[config.mk]
export PLATFORM = sky130hd
export DESIGN_NAME = display_timing_counter_flat
export DESIGN_NICKNAME = d
export VERILOG_FILES = /design/src/rtl/display_timing_counter_if.sv /design/src/rtl/display_timing_counter.sv /design/src/flat_wrapper.sv
export SDC_FILE = /design/constraint.sdc
export NUM_CORES = 1
export LEC_CHECK = 0
export BUFFER_PORTS_ARGS = -buffer_cell sky130_fd_sc_hd__buf_2
export CAP_MARGIN = 20
export CELL_PAD_IN_SITES_DETAIL_PLACEMENT = 1
export CELL_PAD_IN_SITES_GLOBAL_PLACEMENT = 1
export CORE_MARGIN = 2
export CORE_UTILIZATION = 46
export CTS_BUF_LIST = sky130_fd_sc_hd__clkbuf_8
export CTS_CLUSTER_DIAMETER = 80
export DETAILED_ROUTE_END_ITERATION = 10
export HOLD_SLACK_MARGIN = 0.12
export PLACE_DENSITY = 0.9
export SYNTH_ARGS = -nofsm -noshare
export SYNTH_HDL_FRONTEND = slang
export SYNTH_SLANG_ARGS = --single-unit
[constraint.sdc]
create_clock -name clk -period 5.8 [get_ports clk]
set_input_delay 0.58 -clock clk [delete_from_list [all_inputs] [get_ports clk]]
set_output_delay 0.58 -clock clk [all_outputs]
set_load 0.005 [all_outputs]
[src/rtl/display_timing_counter_if.sv]
// ---------------------------------------------------------------------------
// display_timing_counter_if
//   Groups the raster counter's control inputs and timing outputs.
//   master : driver side (pixel-clock enable logic / consumer of timing)
//   slave  : the counter itself
//   Signals:
//     PixEn, Restart          - advance one pixel / synchronous clear
//     PixelOut, LineOut       - current raster position (CNT_W bits)
//     HSync, VSync            - registered syncs, level set by SYNC_POL
//     DataEnable              - registered, high inside the active area
//     LineEnd, FrameEnd       - combinational "wrap on next edge" pulses
// ---------------------------------------------------------------------------
interface display_timing_counter_if #(
    parameter int CNT_W = 10
);
    logic             PixEn;
    logic             Restart;
    logic [CNT_W-1:0] PixelOut;
    logic [CNT_W-1:0] LineOut;
    logic             HSync;
    logic             VSync;
    logic             DataEnable;
    logic             LineEnd;
    logic             FrameEnd;

    modport master (
        output PixEn, Restart,
        input  PixelOut, LineOut, HSync, VSync, DataEnable, LineEnd, FrameEnd
    );

    modport slave (
        input  PixEn, Restart,
        output PixelOut, LineOut, HSync, VSync, DataEnable, LineEnd, FrameEnd
    );
endinterface

[src/rtl/display_timing_counter.sv]
// ---------------------------------------------------------------------------
// display_timing_counter
//   Pixel/line raster counter with registered HSync, VSync and DataEnable.
//   Porch/sync widths and sync polarity are per-instance parameters.
//   Ports:
//     clk   - system clock, all state changes on posedge
//     Reset - asynchronous, active-high; forces position (0,0), syncs
//             deasserted, DataEnable high
//     bus   - slave modport: PixEn/Restart in, position and timing out
// ---------------------------------------------------------------------------
module display_timing_counter #(
    parameter int H_ACTIVE = 640,
    parameter int H_FP     = 16,
    parameter int H_SYNC   = 96,
    parameter int H_BP     = 48,
    parameter int V_ACTIVE = 480,
    parameter int V_FP     = 10,
    parameter int V_SYNC   = 2,
    parameter int V_BP     = 33,
    parameter int CNT_W    = 10,
    parameter int SYNC_POL = 0
) (
    input logic                     clk,
    input logic                     Reset,
    display_timing_counter_if.slave bus
);

    localparam int H_TOTAL = H_ACTIVE + H_FP + H_SYNC + H_BP;
    localparam int V_TOTAL = V_ACTIVE + V_FP + V_SYNC + V_BP;

    if ((longint'(H_TOTAL) - 1) >= (longint'(1) << CNT_W) ||
        (longint'(V_TOTAL) - 1) >= (longint'(1) << CNT_W)) begin : g_width_chk
        $fatal(1, "display_timing_counter: H_TOTAL-1 or V_TOTAL-1 does not fit in CNT_W bits");
    end

    // Decode bounds are one bit wider than the counters: a sync window that
    // ends exactly at the total (zero back porch) must still be representable.
    localparam int EW = CNT_W + 1;
    typedef logic [CNT_W-1:0] cnt_t;
    typedef logic [EW-1:0]    ext_t;

    localparam cnt_t H_LAST  = cnt_t'(H_TOTAL - 1);
    localparam cnt_t V_LAST  = cnt_t'(V_TOTAL - 1);
    localparam ext_t H_ACT   = ext_t'(H_ACTIVE);
    localparam ext_t V_ACT   = ext_t'(V_ACTIVE);
    localparam ext_t HS_BEG  = ext_t'(H_ACTIVE + H_FP);
    localparam ext_t HS_END  = ext_t'(H_ACTIVE + H_FP + H_SYNC);
    localparam ext_t VS_BEG  = ext_t'(V_ACTIVE + V_FP);
    localparam ext_t VS_END  = ext_t'(V_ACTIVE + V_FP + V_SYNC);
    localparam logic SYNC_ON = (SYNC_POL != 0);

    cnt_t pix_q, line_q;
    cnt_t pix_d, line_d;
    logic hs_q, vs_q, de_q;
    logic hs_d, vs_d, de_d;
    logic h_last, v_last;

    assign h_last = (pix_q == H_LAST);
    assign v_last = (line_q == V_LAST);

    // Next position; Restart beats PixEn.
    always_comb begin
        pix_d  = pix_q;
        line_d = line_q;
        if (bus.Restart) begin
            pix_d  = '0;
            line_d = '0;
        end else if (bus.PixEn) begin
            if (h_last) begin
                pix_d  = '0;
                line_d = v_last ? cnt_t'(0) : line_q + cnt_t'(1);
            end else begin
                pix_d  = pix_q + cnt_t'(1);
            end
        end
    end

    // Timing outputs are decoded from the next position so they land on the
    // same edge as the counters. When nothing advances, next == current and
    // the registers simply reload their own values.
    always_comb begin
        hs_d = (({1'b0, pix_d}  >= HS_BEG) && ({1'b0, pix_d}  < HS_END)) ? SYNC_ON : ~SYNC_ON;
        vs_d = (({1'b0, line_d} >= VS_BEG) && ({1'b0, line_d} < VS_END)) ? SYNC_ON : ~SYNC_ON;
        de_d = ({1'b0, pix_d} < H_ACT) && ({1'b0, line_d} < V_ACT);
    end

    always_ff @(posedge clk or posedge Reset) begin
        if (Reset) begin
            pix_q  <= '0;
            line_q <= '0;
            hs_q   <= ~SYNC_ON;
            vs_q   <= ~SYNC_ON;
            de_q   <= 1'b1;
        end else begin
            pix_q  <= pix_d;
            line_q <= line_d;
            hs_q   <= hs_d;
            vs_q   <= vs_d;
            de_q   <= de_d;
        end
    end

    assign bus.PixelOut   = pix_q;
    assign bus.LineOut    = line_q;
    assign bus.HSync      = hs_q;
    assign bus.VSync      = vs_q;
    assign bus.DataEnable = de_q;
    // Reported even when Restart will pre-empt the wrap.
    assign bus.LineEnd    = bus.PixEn & h_last;
    assign bus.FrameEnd   = bus.PixEn & h_last & v_last;

endmodule

[src/flat_wrapper.sv]
// flat-port wrapper written by rule: the top's interface ports become plain ports
module display_timing_counter_flat 
#(
    parameter int H_ACTIVE = 640,
    parameter int H_FP     = 16,
    parameter int H_SYNC   = 96,
    parameter int H_BP     = 48,
    parameter int V_ACTIVE = 480,
    parameter int V_FP     = 10,
    parameter int V_SYNC   = 2,
    parameter int V_BP     = 33,
    parameter int CNT_W    = 10,
    parameter int SYNC_POL = 0
)
  (clk, Reset, bus_PixEn, bus_Restart, bus_PixelOut, bus_LineOut, bus_HSync, bus_VSync, bus_DataEnable, bus_LineEnd, bus_FrameEnd);
  display_timing_counter_if #(.CNT_W(CNT_W)) bus_i ();
  input logic clk;
  input logic Reset;
  input wire logic [$bits(bus_i.PixEn)-1:0] bus_PixEn;
  input wire logic [$bits(bus_i.Restart)-1:0] bus_Restart;
  output wire logic [$bits(bus_i.PixelOut)-1:0] bus_PixelOut;
  output wire logic [$bits(bus_i.LineOut)-1:0] bus_LineOut;
  output wire logic [$bits(bus_i.HSync)-1:0] bus_HSync;
  output wire logic [$bits(bus_i.VSync)-1:0] bus_VSync;
  output wire logic [$bits(bus_i.DataEnable)-1:0] bus_DataEnable;
  output wire logic [$bits(bus_i.LineEnd)-1:0] bus_LineEnd;
  output wire logic [$bits(bus_i.FrameEnd)-1:0] bus_FrameEnd;
  assign bus_i.PixEn = bus_PixEn;
  assign bus_i.Restart = bus_Restart;
  assign bus_PixelOut = bus_i.PixelOut;
  assign bus_LineOut = bus_i.LineOut;
  assign bus_HSync = bus_i.HSync;
  assign bus_VSync = bus_i.VSync;
  assign bus_DataEnable = bus_i.DataEnable;
  assign bus_LineEnd = bus_i.LineEnd;
  assign bus_FrameEnd = bus_i.FrameEnd;
  display_timing_counter #(.H_ACTIVE(H_ACTIVE), .H_FP(H_FP), .H_SYNC(H_SYNC), .H_BP(H_BP), .V_ACTIVE(V_ACTIVE), .V_FP(V_FP), .V_SYNC(V_SYNC), .V_BP(V_BP), .CNT_W(CNT_W), .SYNC_POL(SYNC_POL)) u_core (.clk(clk), .Reset(Reset), .bus(bus_i));
endmodule
==> flow_summary.yaml, run 1 <==
run_status:
  run_status: "finished, final reports clean"
drt:
  dr.pass1.iters: 4
  drt-vias-per-instance: 5.976
  totalWireLength_um: 3601
  antenna_left: 0
  drt-initial-drc-count: 42
  wl_per_cell_um: 17.48
  dr_total_vias: 1231
  route.detailed.drc: 0
global_routing:
  grt_pass1_vias: 1208
  grt_remaining_overflow: 0
  grt_pass1_wl_um: 5899
  track_usage_pct: 22.52
  antenna_found_initial: 0
  grt_max_degree: 24
power_and_ir_drop:
  power_mw: 0.2763
  p_per_area_nw_per_um2: 175.5
  peakVddDrop_v: 0.00008881
  p_leak_nw: 0.6517
synthesis:
  synth-simple-area-share_pct: 31.28
  synth-adder-area-share_pct: 2.681
  synth_compound_area_share_pct: 6.881
  synth_xor_area_share_pct: 10.01
  synth.area.mux_share_pct: 2.145
  yosysUniqueCellTypes: 42
  syn_area_per_cell_sq_um: 9.272
  ys_async_sr_fraction_pct: 100.0
  synth_area_sq_um: 1400
  ys_seq_elements: 23
  syn_inst: 151
  synth_ff_type: "dfrtp_1"
  synth_top_family_by_area: "simple AND/OR/NAND/NOR gates"
  synthesis.nets: 158
  synth.yosys.warnings: 0
  synth_edf_count: 0
  seq_area_frac_synth_pct: 41.38
critical_path:
  slowest_stage: "or4_4"
  critical_path_depth: 5
  critPathTopFamily: "simple AND/OR/NAND/NOR gates"
  path_cells: "ha_1 -> nand2_2 -> or4_4 -> clkinv_1 -> buf_2"
  crit_arrival_ps: 2040
  cp-end-kind: "primary output"
  worst_ep_required_time_ps: 5220
  ff2ff_path_depth: 6
  cp-start-kind: "register"
  crit_fanout: 9
  critPathBufInv: 2
  cpPeakStageDelay_ps: 610
  worstSetupPathType: "reg2out"
job:
  drv_cap: 0
finish:
  utilization_pct: 52.86
  fillerInstances: 366
  postLayoutCellArea_sq_um: 1574
  area_delta_synth_final_pct: 12.42
  drive_gt1_share_pct: 24.28
  final_nets: 181
  antenna-diode-count: 0
cts:
  h-tree-depth: 1
  path_clk_slew_ps: 80
  postCtsSetupRepairBufs: 0
  cts_tree: "yes"
  cts_resized: 0
  cts_buffers: 3
  clock-sinks: 23
  worst_skew_pair.late_latency_ps: 260
  clk_path_buf_depth: 2
  cts_root_buf: "clkbuf_8"
  ctsHoldBuffers: 0
timing:
  setup_slack_ps: 3176
  max_slew_margin_pct: 41.26
  slew_viol_final: 0
  setup_tns_ps: 0
  rsz0062_at_grt: "no"
  min_period_over_period_pct: 45.24
  finalHoldViolations: 0
  period_needed_ps: 2624
  timing.fmax_ghz: 0.3811
  worst_pin_slew_ps: 880.1
  setup_viol: 0
  skew_ps: 6.000
place:
  placed_area_sq_um: 1529
  port_buffers: 28
  place.gp.congestion: 0.9114
  dp_hpwl_um: 2715
  post-place-ws_ps: 3347
floorplan:
  dieArea_sq_um: 3501
  start_util_pct: 47.02
  coreArea_sq_um: 2978
  die_h_um: 59.17
  io_pins: 29
  num_rows: 20
  die_x_um: 59.17
hold_path:
  hold_class: "in2async"
[state kept, by name, indices dropped and copies added, names as in the netlist]
register,cells
u_core.bus.DataEnable,1
u_core.bus.PixelOut,10
u_core.bus.VSync,1
u_core.bus.LineOut,10
u_core.bus.HSync,1
[kinds of logic after synthesis]
logic type	count (synthesis)
xor+xnor	16
mux	3
compound gates	14
flops	23
simple gates	75
fa+ha+maj	3
buf+inv	17
[layout by cell type, fill, tap and decap left out, types with 2 or more instances in the layout]
cell / count
nand4b_1: 3
dfrtp_1: 20
ha_1: 3
a21oi_1: 5
or3_1: 2
inv_1: 7
dfstp_2: 3
xor2_1: 5
or4_1: 2
nand2b_1: 2
nor4_1: 5
or4_4: 2
nand4bb_1: 3
nand3_1: 7
nor3_1: 5
xnor2_1: 11
clkbuf_8: 3
nand2_1: 6
nor2_1: 23
buf_2: 28
nand4_1: 6
a211oi_1: 2
mux2i_1: 3
[synth_stat cells (5+ instances only)]
master    instances  area share (%)
nand4_1           6             2.7
nor3_1            5             1.8
clkbuf_1          5             1.3
xnor2_1          11             6.9
xor2_1            5             3.1
inv_1             6             1.6
nor4_1            5             2.2
nor2_1           23             6.2
a21oi_1           5             1.8
nand2_1           6             1.6
dfrtp_1          20              36
nand3_1           7             2.5
[per-stage QoR]
stage / hold WS (ps) / std cells
final: 492.0 / 206
after global routing: 556.4 / 206
after CTS: 526.6 / 206
after detailed placement: 606.5 / 202
after global placement: 577.9 / 202
after floorplan: 565.0 / 151
[layer usage]
layer	GRT usage, %	share of wire, %	up-vias
met5	0	0	-
met4	9.091	2.7	0
met3	3.930	3.6	10
met2	39.37	50	36
met1	27.27	44	610
li1	-	-	575
[power breakdown]
| group | switching (mW) | internal (mW) |
|---|---|---|
| Sequential | 0.00208 | 0.162 |
| Clock | 0.0506 | 0.0473 |
| Combinational | 0.0102 | 0.00439 |
[layout make-up]
| type | instances | area (sq um) | share of cell area (%) |
|---|---|---|---|
| multi-input cells | 111 | 742.0 | 47.14 |
| inverters | 7 | 26.28 | 1.669 |
| well taps | 33 | 41.29 | 2.623 |
| clock inverters | 1 | 3.754 | 0.2385 |
| clock buffers | 3 | 41.29 | 2.623 |
| flip-flops and latches | 23 | 579.3 | 36.80 |
| repair buffers | 28 | 140.1 | 8.903 |
[worst paths after layout]
path	start	endpoint	slack [ps]
min in group clk	bus_Restart	u_core.bus.PixelOut[6]$_DFF_PP0_	540
max in group asynchronous	Reset	u_core.bus.PixelOut[5]$_DFF_PP0_	4770
setup reg to reg	u_core.bus.PixelOut[0]$_DFF_PP0_	u_core.bus.VSync$_DFF_PP1_	3390
hold reg to reg	u_core.bus.LineOut[8]$_DFF_PP0_	u_core.bus.LineOut[8]$_DFF_PP0_	620
setup / recovery	u_core.bus.PixelOut[0]$_DFF_PP0_	bus_LineEnd	3180
hold / removal	Reset	u_core.bus.LineOut[5]$_DFF_PP0_	490
(Power assumes the default switching activity.)
==> run 2, diff against run 1 <==
--- a/config.mk
+++ b/config.mk
@@ -10,12 +10,12 @@
 export CELL_PAD_IN_SITES_DETAIL_PLACEMENT = 1
 export CELL_PAD_IN_SITES_GLOBAL_PLACEMENT = 1
 export CORE_MARGIN = 2
-export CORE_UTILIZATION = 46
+export CORE_UTILIZATION = 38
 export CTS_BUF_LIST = sky130_fd_sc_hd__clkbuf_8
 export CTS_CLUSTER_DIAMETER = 80
 export DETAILED_ROUTE_END_ITERATION = 10
 export HOLD_SLACK_MARGIN = 0.12
-export PLACE_DENSITY = 0.9
+export PLACE_DENSITY = 0.8
 export SYNTH_ARGS = -nofsm -noshare
 export SYNTH_HDL_FRONTEND = slang
 export SYNTH_SLANG_ARGS = --single-unit
==> constraint.sdc (replaced) <==
create_clock -name clk -period 2.1 [get_ports clk]
set_input_delay 0.21 -clock clk [delete_from_list [all_inputs] [get_ports clk]]
set_output_delay 0.21 -clock clk [all_outputs]
set_load 0.005 [all_outputs]
==> flow_summary.yaml, run 2 (synthesis results as in run 1) <==
drt:
  totalWireLength_um: 4042
  route.detailed.drc: 0
  dr.pass1.iters: 4
  drt-initial-drc-count: 78
  antenna_left: 0
  drt-vias-per-instance: 5.519
  wl_per_cell_um: 16.77
  dr_total_vias: 1330
timing:
  skew_ps: 4.669
  max_slew_margin_pct: 60.64
  timing.fmax_ghz: 0.4896
  setup_viol: 0
  min_period_over_period_pct: 97.26
  hold-worst-slack_ps: 181.9
  slew_viol_final: 0
  finalHoldViolations: 0
  worst_pin_slew_ps: 589.8
  period_needed_ps: 2043
critical_path:
  crit_fanout: 6
  crit_arrival_ps: 1830
  cp-end-kind: "primary output"
  worstSetupPathType: "reg2out"
  reg2reg_slack_ps: 100
  path_cells: "ha_4 -> nand2_4 -> or4_4 -> clkinv_2 -> buf_4 -> buf_2"
  worst_ep_required_time_ps: 1890
  cp-start-kind: "register"
  cpPeakStageDelay_ps: 540
  ff2ff_path_depth: 6
  r2r-start: "u_core.bus.PixelOut[1]$_DFF_PP0_"
  reg2reg_to: "u_core.bus.VSync$_DFF_PP1_"
  slowest_stage: "or4_4"
cts:
  clock-sinks: 23
  clk_path_buf_depth: 2
  path_clk_slew_ps: 80
  cts_tree: "yes"
  cts_buffers: 3
  cts_root_buf: "clkbuf_8"
  h-tree-depth: 1
  worst_skew_pair.late_latency_ps: 260
hold_path:
  hold_class: "in2reg"
  worstHoldStart: "bus_Restart"
  whs_endpoint: "u_core.bus.LineOut[1]$_DFF_PP0_"
  whs_path_depth: 2
floorplan:
  num_rows: 22
  coreArea_sq_um: 3606
  dieArea_sq_um: 4186
  die_h_um: 64.70
  start_util_pct: 38.83
  die_x_um: 64.70
  io_pins: 29
place:
  dp_hpwl_um: 2956
  place.gp.congestion: 0.8461
  placed_area_sq_um: 1673
  port_buffers: 28
  numPlacedInstances: 231
power_and_ir_drop:
  power_frac_comb_pct: 7.2
  p_seq_share_pct: 58.3
  clkPwrFrac_pct: 34.6
  p_leak_nw: 0.7548
  p_int_mw: 0.6025
  power.switching_mw: 0.1779
  peakVddDrop_v: 0.0002972
  swShare_pct: 22.80
  p_per_area_nw_per_um2: 431.6
finish:
  drive_gt1_share_pct: 37.31
  final_common_cell: "buf_2"
  area_delta_synth_final_pct: 29.13
  antenna-diode-count: 0
  final_nets: 201
  layout_common_cells: "buf_2 (28), nor2_1 (22), buf_4 (18), dfrtp_1 (18), xnor2_1 (11)"
  fin_cells: 241
  postLayoutCellArea_sq_um: 1808
global_routing:
  grt_remaining_overflow: 0
  track_usage_pct: 20.12
  grt_pass1_vias: 1327
  grt_max_degree: 16
  grt_pass1_wl_um: 6610
  antenna_found_initial: 0
run_status:
  run_status: "finished, final reports clean"
job:
  drv_cap: 0
[run 2: worst max-delay path, delay by kind of cell (launching register included)]
| kind | cells | cell delay (ps) |
|---|---|---|
| AND/OR/NAND/NOR | 2 | 590 |
| flip-flops | 1 | 430 |
| buffers and inverters | 3 | 370 |
| adder cells (fa/ha/maj) | 1 | 180 |
[run 2: layer usage]
| metal | vias up | part of all wire [%] | track usage [%] |
|---|---|---|---|
| li1 | 620 | - | - |
| met1 | 677 | 43 | 26.95 |
| met2 | 29 | 53 | 34.66 |
| met3 | 4 | 3.0 | 2.257 |
| met4 | 0 | 0.72 | 4.787 |
| met5 | - | 0 | 0 |
[run 2: final cells by class]
class / count / area, sq um
Inverter: 7 / 27.53
Clock inverter: 1 / 3.754
Fill cell: 434 / 1798
Sequential cell: 23 / 581.8
Clock buffer: 3 / 41.29
Timing Repair Buffer: 47 / 285.3
Multi-Input combinational cell: 112 / 808.3
Tap cell: 48 / 60.06
[run 2: power groups by stage]
stage	registers, mW	clock network [mW]	logic, mW
5_1_grt	0.455	0.301	0.0637
4_1_cts	0.454	0.280	0.0516
3_5_place_dp	0.463	0	0.0499
6_report	0.455	0.270	0.0560
3_3_place_gp	0.462	0	0.0484
2_1_floorplan	0.463	0	0.0268
[run 2: per-stage QoR]
| step | util [%] | total power, mW | worst slack (ps) | setup TNS, ps |
|---|---|---|---|---|
| after detailed placement | 46.39 | 0.5130 | 39.53 | 0 |
| final | 50.14 | 0.7804 | 57.46 | 0 |
| after global placement | 46.39 | 0.5105 | 101.2 | 0 |
| after floorplan | - | 0.4899 | 77.87 | 0 |
| after global routing | 50.14 | 0.8198 | -7.804 | -11.99 |
| after CTS | 47.95 | 0.7856 | 8.797 | 0 |
[run 2: repair_timing]
item | CTS | global route
hold endpoints to repair | 12 | 0
pin swaps | 0 | 3
setup buffers | 0 | 4
gates resized for setup | 1 | 8
hold buffers | 1 | 0
setup endpoints to repair | 1 | 4
cloned | 0 | 1
[run 2: worst max-delay path by stage]
stage	startpoint	endpoint	slack (ps)	cells after the start
finish	u_core.bus.PixelOut[1]$_DFF_PP0_	bus_LineEnd	60	6
global route	u_core.bus.LineOut[0]$_DFF_PP0_	bus_FrameEnd	-8	7
CTS	u_core.bus.PixelOut[1]$_DFF_PP0_	bus_FrameEnd	9	5
detailed placement	u_core.bus.PixelOut[1]$_DFF_PP0_	u_core.bus.DataEnable$_DFF_PP1_	40	7
global placement	u_core.bus.PixelOut[1]$_DFF_PP0_	u_core.bus.DataEnable$_DFF_PP1_	100	7
floorplan	u_core.bus.PixelOut[0]$_DFF_PP0_	u_core.bus.VSync$_DFF_PP1_	80	7
==> run 3, diff against run 2 <==
--- a/config.mk
+++ b/config.mk
@@ -15,7 +15,7 @@
 export CTS_CLUSTER_DIAMETER = 80
 export DETAILED_ROUTE_END_ITERATION = 10
 export HOLD_SLACK_MARGIN = 0.12
-export PLACE_DENSITY = 0.8
+export PLACE_DENSITY = 0.79
 export SYNTH_ARGS = -nofsm -noshare
 export SYNTH_HDL_FRONTEND = slang
 export SYNTH_SLANG_ARGS = --single-unit
==> flow_summary.yaml, run 3 (synthesis results as in run 1) <==
run_status:
  run_status: "finished, final reports clean"
drt:
  dr_total_vias: 1280
  drt-initial-drc-count: 67
  wl_met1_um: 1861
  antenna_left: 0
  totalWireLength_um: 4087
  dr.pass1.iters: 4
  wl_per_cell_um: 17.03
  met2_length_um: 2042
  met3_length_um: 122
  route.detailed.drc: 0
  drt-vias-per-instance: 5.333
  top_layer_used: "met4"
floorplan:
  die_h_um: 64.70
  start_util_pct: 38.83
  num_rows: 22
  coreArea_sq_um: 3606
  io_pins: 29
  die_x_um: 64.70
  dieArea_sq_um: 4186
critical_path:
  worst_ep_required_time_ps: 2280
  crit_arrival_ps: 2230
  cp-start-kind: "register"
  crit_fanout: 7
  cp-end-kind: "register"
  cpPeakStageDelay_ps: 570
  slowest_stage: "or4_4"
  worstSetupPathType: "reg2reg"
  path_cells: "ha_4 -> nand2_4 -> or4_4 -> clkinv_1 -> nand4_1 -> a211oi_2 -> nand4b_1"
timing:
  setup_viol: 0
  timing.fmax_ghz: 0.4885
  period_needed_ps: 2047
  skew_ps: 4.544
  min_period_over_period_pct: 97.47
  slew_viol_final: 0
  worst_pin_slew_ps: 449.3
  hold-worst-slack_ps: 186.0
  max_slew_margin_pct: 69.62
  finalHoldViolations: 0
global_routing:
  antenna_found_initial: 0
  grt_pass1_vias: 1289
  grt_max_degree: 13
  grt_remaining_overflow: 0
  track_usage_pct: 19.97
  grt_pass1_wl_um: 6444
place:
  dp_hpwl_um: 2997
  place.gp.congestion: 0.8866
  placed_area_sq_um: 1688
  port_buffers: 28
finish:
  final_nets: 200
  drive_gt1_share_pct: 36.46
  postLayoutCellArea_sq_um: 1792
  antenna-diode-count: 0
  layout_common_cells: "buf_2 (28), nor2_1 (22), buf_4 (18), dfrtp_1 (18), xnor2_1 (11)"
  final_common_cell: "buf_2"
  area_delta_synth_final_pct: 27.97
power_and_ir_drop:
  peakVddDrop_v: 0.0002023
  p_leak_nw: 0.7477
  p_per_area_nw_per_um2: 441.0
cts:
  h-tree-depth: 1
  cts_buffers: 3
  cts_tree: "yes"
  cts_root_buf: "clkbuf_8"
  clk_path_buf_depth: 2
  worst_skew_pair.late_latency_ps: 270
  clock-sinks: 23
  path_clk_slew_ps: 90
job:
  drv_cap: 0
hold_path:
  hold_class: "in2reg"
==> run 3: repair_timing <==
| action | CTS | global route |
|---|---|---|
| hold buffers | 1 | 0 |
| gates resized for setup | 0 | 8 |
| buffers inserted | 0 | 2 |
| setup endpoints to repair | 0 | 4 |
| hold endpoints to repair | 10 | 0 |
==> run 3: final timing paths <==
path | start | endpoint | slack, ps | cells past startpoint
min | bus_Restart | u_core.bus.LineOut[1]$_DFF_PP0_ | 190 | 2
max | u_core.bus.PixelOut[1]$_DFF_PP0_ | u_core.bus.VSync$_DFF_PP1_ | 50 | 7
max in group asynchronous | Reset | u_core.bus.DataEnable$_DFF_PP1_ | 980 | 4
min reg2reg | u_core.bus.PixelOut[0]$_DFF_PP0_ | u_core.bus.PixelOut[0]$_DFF_PP0_ | 630 | 2
min in group asynchronous | Reset | u_core.bus.LineOut[0]$_DFF_PP0_ | 490 | 3
max reg2reg | u_core.bus.PixelOut[1]$_DFF_PP0_ | u_core.bus.VSync$_DFF_PP1_ | 50 | 7
==> run 3: power by group <==
part           switching (mW)  internal [mW]  leakage (nW)
Sequential            0.00740          0.447         0.307
Clock                   0.153          0.131        0.0269
Combinational          0.0310         0.0208         0.414
Total                   0.191          0.599         0.748
==> run 3: layout make-up <==
class,instances,area [sq um]
clock buffer,3,41.29
tap,48,60.06
fill,437,1814
sequential,23,581.8
clock inverter,1,3.754
timing repair buffer,47,285.3
multi-input combinational,111,793.3
inverter,7,26.28
==> run 3: layer usage <==
metal | up-vias | track usage, %
li1 | 615 | -
met1 | 625 | 26.40
met2 | 32 | 34.92
met3 | 8 | 2.083
met4 | 0 | 4.787
met5 | - | 0
==> run 3: worst max-delay path, delay by kind of cell, from the launching register on <==
family	cells	cell delay, ps
compound gates	1	280
simple gates	4	910
fa+ha+maj	1	170
buf+inv	1	170
flops	1	430
==> run 3: per-stage QoR <==
stage	setup WS (ps)	TNS (ps)	instances	power, mW	utilization (%)
2_1_floorplan	77.87	0	151	0.4899	-
3_3_place_gp	131.4	0	233	0.5110	46.81
3_5_place_dp	59.49	0	233	0.5144	46.81
4_1_cts	31.49	0	238	0.7972	48.33
5_1_grt	-44.19	-44.19	240	0.8183	49.69
6_report	53.05	0	240	0.7902	49.69
